### src/rtl/cpu_pkg.sv
// Shared CPU-wide constants and the instruction-cache state encoding.
package cpu_pkg;

    // Boot ROM base; the instruction cache refills from here.
    localparam logic [31:0] RESET_VECTOR = 32'hBFC00000;

    // addi x0, x0, 0 -- returned whenever the cache has no valid word.
    localparam logic [31:0] NOP_INSTR = 32'h00000013;

    typedef enum logic [1:0] {
        IDLE      = 2'd0,
        REFILL    = 2'd1,
        FILL_DONE = 2'd2
    } icache_state_t;

endpackage

### src/rtl/icache_dm_if.sv
// Fetch-side and backing-memory-side signals of the instruction cache.
// The slave view is the cache itself; the master view is its environment
// (PC / fetch stage plus the backing ROM).
interface icache_dm_if #(
    parameter int ADDR_W = 32
);
    logic              req;
    logic [ADDR_W-1:0] addr;
    logic              flush;
    logic [31:0]       instr;
    logic              stall;
    logic              mem_req;
    logic [ADDR_W-1:0] mem_addr;
    logic [31:0]       mem_rdata;
    logic              mem_ack;

    modport slave (
        input  req, addr, flush, mem_rdata, mem_ack,
        output instr, stall, mem_req, mem_addr
    );

    modport master (
        output req, addr, flush, mem_rdata, mem_ack,
        input  instr, stall, mem_req, mem_addr
    );
endinterface

### src/rtl/icache_refill_fsm.sv
// Miss handling for the direct-mapped instruction cache: latches the missing
// line base, walks the line word by word over the req/ack handshake, and
// produces the array write strobes. Only the latched base is used once a
// refill has started, so a wandering fetch address cannot corrupt the fill.
module icache_refill_fsm
    import cpu_pkg::*;
#(
    parameter int SETS   = 16,
    parameter int WORDS  = 4,
    parameter int ADDR_W = 32,
    localparam int BEAT_W = $clog2(WORDS),
    localparam int IDX_W  = $clog2(SETS),
    localparam int OFF    = BEAT_W + 2,
    localparam int LINE_W = ADDR_W - OFF,
    localparam int TAG_W  = LINE_W - IDX_W
) (
    input  logic              clk,
    input  logic              rst,
    input  logic              req_i,
    input  logic              hit_i,
    input  logic              flush_i,
    input  logic [LINE_W-1:0] line_i,
    input  logic              mem_ack_i,
    output logic              busy_o,
    output logic              mem_req_o,
    output logic [ADDR_W-1:0] mem_addr_o,
    output logic              wr_word_o,
    output logic              wr_line_o,
    output logic [IDX_W-1:0]  wr_idx_o,
    output logic [TAG_W-1:0]  wr_tag_o,
    output logic [BEAT_W-1:0] wr_beat_o
);

    localparam logic [BEAT_W-1:0] LAST_BEAT = BEAT_W'(WORDS - 1);

    icache_state_t     state_q, state_d;
    logic [BEAT_W-1:0] beat_q, beat_d;
    logic [LINE_W-1:0] base_q, base_d;

    // State, beat counter and latched line base; reset abandons any fill.
    always_ff @(posedge clk) begin
        if (rst) begin
            state_q <= IDLE;
            beat_q  <= '0;
            base_q  <= '0;
        end else begin
            state_q <= state_d;
            beat_q  <= beat_d;
            base_q  <= base_d;
        end
    end

    // Next-state and handshake/strobe generation; flush beats a last-beat ack.
    always_comb begin
        state_d   = state_q;
        beat_d    = beat_q;
        base_d    = base_q;
        mem_req_o = 1'b0;
        wr_word_o = 1'b0;
        wr_line_o = 1'b0;
        case (state_q)
            IDLE: begin
                if (req_i && !hit_i && !flush_i) begin
                    base_d  = line_i;
                    beat_d  = '0;
                    state_d = REFILL;
                end
            end
            REFILL: begin
                mem_req_o = 1'b1;
                if (flush_i) begin
                    state_d = IDLE;
                end else if (mem_ack_i) begin
                    wr_word_o = 1'b1;
                    if (beat_q == LAST_BEAT) begin
                        wr_line_o = 1'b1;
                        beat_d    = '0;
                        state_d   = FILL_DONE;
                    end else begin
                        beat_d = beat_q + 1'b1;
                    end
                end
            end
            FILL_DONE: begin
                state_d = IDLE;
            end
            default: begin
                state_d = IDLE;
            end
        endcase
    end

    assign busy_o     = (state_q != IDLE);
    assign mem_addr_o = {base_q, beat_q, 2'b00};
    assign wr_idx_o   = base_q[IDX_W-1:0];
    assign wr_tag_o   = base_q[LINE_W-1:IDX_W];
    assign wr_beat_o  = beat_q;

endmodule

### src/rtl/icache_dm.sv
// Direct-mapped read-only instruction cache. Hits answer combinationally in
// the lookup cycle; misses stall the PC while icache_refill_fsm pulls the
// line from the backing ROM. Valid/tag/data live in flops.
module icache_dm
    import cpu_pkg::*;
#(
    parameter int SETS   = 16,
    parameter int WORDS  = 4,
    parameter int ADDR_W = 32
) (
    input  logic         clk,
    input  logic         rst,
    icache_dm_if.slave   bus
);

    localparam int BEAT_W = $clog2(WORDS);
    localparam int IDX_W  = $clog2(SETS);
    localparam int OFF    = BEAT_W + 2;
    localparam int LINE_W = ADDR_W - OFF;
    localparam int TAG_W  = LINE_W - IDX_W;

    logic [SETS-1:0]  valid_q;
    logic [TAG_W-1:0] tag_q  [SETS];
    logic [31:0]      data_q [SETS][WORDS];

    logic [BEAT_W-1:0] word_sel;
    logic [IDX_W-1:0]  index;
    logic [TAG_W-1:0]  tag;
    logic              hit;

    logic              busy;
    logic              wr_word;
    logic              wr_line;
    logic [IDX_W-1:0]  wr_idx;
    logic [TAG_W-1:0]  wr_tag;
    logic [BEAT_W-1:0] wr_beat;

    // Byte-offset bits are meaningless for word fetches.
    logic unused_byte_bits;
    assign unused_byte_bits = ^bus.addr[1:0];

    assign word_sel = bus.addr[OFF-1:2];
    assign index    = bus.addr[OFF+IDX_W-1:OFF];
    assign tag      = bus.addr[ADDR_W-1:OFF+IDX_W];

    // A lookup coinciding with flush is forced to miss so it never reads a
    // line that is being invalidated.
    assign hit = bus.req && !bus.flush && valid_q[index] && (tag_q[index] == tag);

    assign bus.instr = hit ? data_q[index][word_sel] : NOP_INSTR;
    assign bus.stall = busy ? 1'b1 : (bus.req && !hit);

    icache_refill_fsm #(
        .SETS   (SETS),
        .WORDS  (WORDS),
        .ADDR_W (ADDR_W)
    ) u_refill (
        .clk        (clk),
        .rst        (rst),
        .req_i      (bus.req),
        .hit_i      (hit),
        .flush_i    (bus.flush),
        .line_i     (bus.addr[ADDR_W-1:OFF]),
        .mem_ack_i  (bus.mem_ack),
        .busy_o     (busy),
        .mem_req_o  (bus.mem_req),
        .mem_addr_o (bus.mem_addr),
        .wr_word_o  (wr_word),
        .wr_line_o  (wr_line),
        .wr_idx_o   (wr_idx),
        .wr_tag_o   (wr_tag),
        .wr_beat_o  (wr_beat)
    );

    // Valid bits: cleared by reset or flush, set only once the whole line is in.
    always_ff @(posedge clk) begin
        if (rst || bus.flush) begin
            valid_q <= '0;
        end else if (wr_line) begin
            valid_q[wr_idx] <= 1'b1;
        end
    end

    generate
        for (genvar gi = 0; gi < SETS; gi++) begin : g_line
            // Tag is written together with the valid bit on the final beat.
            always_ff @(posedge clk) begin
                if (wr_line && (wr_idx == IDX_W'(gi))) begin
                    tag_q[gi] <= wr_tag;
                end
            end

            // One data word per accepted beat; an aborted beat is dropped.
            always_ff @(posedge clk) begin
                if (wr_word && (wr_idx == IDX_W'(gi))) begin
                    data_q[gi][wr_beat] <= bus.mem_rdata;
                end
            end
        end
    endgenerate

endmodule

### src/flat_wrapper.sv
// flat-port wrapper written by rule: the top's interface ports become plain ports
module icache_dm_flat import cpu_pkg::*;
#(
    parameter int SETS   = 16,
    parameter int WORDS  = 4,
    parameter int ADDR_W = 32
)
  (clk, rst, bus_req, bus_addr, bus_flush, bus_mem_rdata, bus_mem_ack, bus_instr, bus_stall, bus_mem_req, bus_mem_addr);
  icache_dm_if #(.ADDR_W(ADDR_W)) bus_i ();
  input  logic clk;
  input  logic rst;
  input wire logic [$bits(bus_i.req)-1:0] bus_req;
  input wire logic [$bits(bus_i.addr)-1:0] bus_addr;
  input wire logic [$bits(bus_i.flush)-1:0] bus_flush;
  input wire logic [$bits(bus_i.mem_rdata)-1:0] bus_mem_rdata;
  input wire logic [$bits(bus_i.mem_ack)-1:0] bus_mem_ack;
  output wire logic [$bits(bus_i.instr)-1:0] bus_instr;
  output wire logic [$bits(bus_i.stall)-1:0] bus_stall;
  output wire logic [$bits(bus_i.mem_req)-1:0] bus_mem_req;
  output wire logic [$bits(bus_i.mem_addr)-1:0] bus_mem_addr;
  assign bus_i.req = bus_req;
  assign bus_i.addr = bus_addr;
  assign bus_i.flush = bus_flush;
  assign bus_i.mem_rdata = bus_mem_rdata;
  assign bus_i.mem_ack = bus_mem_ack;
  assign bus_instr = bus_i.instr;
  assign bus_stall = bus_i.stall;
  assign bus_mem_req = bus_i.mem_req;
  assign bus_mem_addr = bus_i.mem_addr;
  icache_dm #(.SETS(SETS), .WORDS(WORDS), .ADDR_W(ADDR_W)) u_core (.clk(clk), .rst(rst), .bus(bus_i));
endmodule
### config.mk
export PLATFORM = sky130hd
export DESIGN_NAME = icache_dm_flat
export DESIGN_NICKNAME = d
export VERILOG_FILES = /design/src/rtl/cpu_pkg.sv /design/src/rtl/icache_dm_if.sv /design/src/rtl/icache_refill_fsm.sv /design/src/rtl/icache_dm.sv /design/src/flat_wrapper.sv
export SDC_FILE = /design/constraint.sdc
export NUM_CORES = 2
export LEC_CHECK = 0
export BUFFER_PORTS_ARGS = -buffer_cell sky130_fd_sc_hd__clkbuf_2
export CORE_UTILIZATION = 45
export CTS_BUF_LIST = sky130_fd_sc_hd__clkbuf_8
export DETAILED_ROUTE_END_ITERATION = 7
export PLACE_DENSITY_LB_ADDON = 0.12
export SYNTH_ARGS = -nofsm -noshare
export SYNTH_HDL_FRONTEND = slang
export SYNTH_HIERARCHICAL = 1
export SYNTH_SLANG_ARGS = --single-unit
### constraint.sdc
create_clock -name clk -period 7.7 [get_ports clk]
set_clock_uncertainty 0.05 [all_clocks]
set_input_delay 0.77 -clock clk [delete_from_list [all_inputs] [get_ports clk]]
set_output_delay 0.77 -clock clk [all_outputs]
set_load 0.02 [all_outputs]
==> flow_summary.yaml <==
final_layout:
  fin_cells: 7721
  area_growth_pct: 12.9
  layout-drive-gt1-share: 0.325
  final_common_cell: "edfxtp_1"
  fillCellCount: 16800
  layout_common_cells: "edfxtp_1, mux4_2, clkbuf_8"
  nets: 4652
timing:
  fmax_mhz: 165
  tightest_slew_ps: 1300
  finalCritPeriodShare: 0.786
  maxSlewHeadroom: 0.137
  grt_setup_unrepaired: "false"
  period_minus_slack_ps: 6050
  slew_viol_final: 0
  tns_ps: 0
  setup_viol: 0
  hold_violations: 0
setup_path:
  r2r_setup_slack_ps: 3390
  r2r-start: "u_core/tag_q[7][16]$_DFFE_PP_"
  reg2reg_depth: 11
  crit_required_ps: 6880
  timing.rr.end: "u_core/u_refill/state_q[0]$_SDFFE_PP0P_"
  critPathArrivalTime_ps: 5230
  cp_max_fo: 78
  criticalPathCategory: "primary input to primary output"
  cp-start-kind: "primary input"
  endpoint_kind: "primary output"
clock_tree:
  cts_tree: "built"
  post_cts_resized: 0
  postCtsSetupBuffers: 0
  insertion_delay_ps: 1080
  cts_buffers: 422
  clockRootBuffer: "clkbuf_8"
  clock_sinks: 2480
  clockBufferDepth: 4
  path_clk_slew_ps: 60
  cts_hold_buf: 26
  cts_max_level: 5
synth:
  synth_edf_count: 2432
  syn_inst: 4121
  ys_warn_count: 6
  synthFlopType: "edfxtp_1"
  ys_seq_elements: 2480
  synthDistinctLibCells: 69
  synth-async-reset-ratio: 0
  ys_seq_area_frac: 0.770
  netlist_area_um2: 96100
  avgSynthCellArea_um2: 23.3
route:
  vias_per_cell: 5.98
  ant_nets: 0
  vias: 46100
  drc: 16
  wl_met3_um: 21100
  wl_met1_um: 108000
  wl_per_cell_um: 33.7
  firstDrtPassIters: 8
  wirelength_um: 260000
  drt_iter0_drc: 4983
  route.met2.wl_um: 125000
  top_layer: "met5"
place:
  gp_congestion: 0.803
  dp_hpwl_um: 138000
  dp.cells: 6953
  port_buffers: 130
power:
  p_leak_nw: 34.2
  ir_drop_uv: 209
  power.density_nw_per_um2: 246
floorplan:
  core.rowCount: 169
  die_h_um: 464
  core_area_um2: 212000
  die_w_um: 464
  start_util: 0.453
  ioPinCount: 135
  die-area_um2: 215000
status:
  violations: "DRC"
  status: "finished, violations left"
grt:
  overflow: 0
  antenna_found_initial: 16
  grt_pass1_vias: 47500
  grt_max_degree: 112
  grt_pass1_wl_um: 363000
  grtUsageTotal: 0.243
min_path:
  hp-class: "primary input to register"
  hp-start: "bus_addr[5]"
  worstHoldEndpoint: "u_core/u_refill/base_q[1]$_SDFFE_PP0P_"
  min_path_cells: 3
flow_run:
  cap_violations: 0
power by group:
part           leakage [nW]  switching (mW)  internal [mW]
combinational          7.71           0.731          0.513
clock                  4.37            5.16           5.46
sequential             22.1          0.0380           14.8
final cells by class:
| class | instances | area, µm² | share of cell area |
|---|---|---|---|
| Clock inverter | 304 | 1430 | 0.0132 |
| Inverter | 9 | 41.3 | 0.000381 |
| Tap cell | 2821 | 3530 | 0.0325 |
| Timing Repair Buffer | 288 | 2070 | 0.0191 |
| Multi-Input combinational cell | 1381 | 21400 | 0.197 |
| Antenna cell | 3 | 7.51 | 0.0000692 |
| Clock buffer | 435 | 5990 | 0.0552 |
| Sequential cell | 2480 | 74000 | 0.682 |
worst max-delay path, stage by stage:
cell       delay [ps]
buf_8             660
buf_4             720
mux4_2            600
nor3_1            150
a2111oi_0         100
nand3b_1          190
nand4_1           180
or3_1             820
or4_1             690
clkbuf_2          170
flip-flops by register name, indices dropped and copies added, names as in the netlist:
register	flops
u_core/u_refill/base_q	28
u_core/u_refill/state_q	2
u_core/tag_q	384
u_core/data_q	2048
u_core/u_refill/wr_beat_o	2
u_core/valid_q	16
cell usage after synthesis (6+ instances only):
cell	count	area, µm²
a21oi_1	33	165
a22oi_1	15	113
and2_1	6	37.5
and3_1	6	37.5
and4_1	15	131
buf_1	33	124
buf_2	94	470
buf_4	48	360
clkbuf_1	74	278
dfxtp_1	48	961
edfxtp_1	2432	73000
inv_1	8	30.0
mux2_2	26	293
mux2i_1	107	1070
mux4_2	729	16400
nand2_1	68	255
nand2b_1	69	432
nand3_1	18	90.1
nand4_1	8	50.1
nor2_1	104	390
nor2b_1	9	56.3
nor3_1	17	85.1
nor4_1	17	106
o21a_1	16	120
o21ai_0	7	35.0
o22ai_1	11	68.8
xnor2_1	15	131
xor2_1	7	61.3
cell families after synthesis:
family | after synthesis | synth area share
buffers and inverters | 261 | 0.0136
AND/OR/NAND/NOR | 368 | 0.0200
multiplexers | 862 | 0.185
flip-flops | 2480 | 0.770
XOR/XNOR | 22 | 0.00201
AO/OA/AOI/OAI | 126 | 0.00914
adder cells (fa/ha/maj) | 1 | 0.000130
other | 1 | 0.0000390
per-stage QoR:
step           power, mW  setup WS [ps]  hold WS (ps)  utilization  cell area (µm²)
2_1_floorplan       15.9           2950           385            -            96100
3_3_place_gp        16.4           1530           391        0.475           101000
3_5_place_dp        16.4           1550           398        0.475           101000
4_1_cts             27.0           1550           133        0.511           108000
5_1_grt             27.7           1340           188        0.511           108000
6_report            26.7           1650           253        0.511           108000
routing by layer:
layer	global-route usage	vias up
met4	0.0728	10
met3	0.0580	373
met1	0.339	25300
met2	0.381	1890
li1	-	18600
met5	0	-
how the worst max path moves through the flow:
stage	start	to
after floorplan	bus_addr[4]	bus_instr[11]
after global placement	bus_addr[4]	bus_instr[0]
after detailed placement	bus_addr[4]	bus_instr[0]
after CTS	bus_addr[4]	bus_instr[0]
after global routing	bus_addr[4]	bus_instr[0]
final	bus_addr[4]	bus_instr[0]
Note: power is estimated with default switching activity, not from simulation.
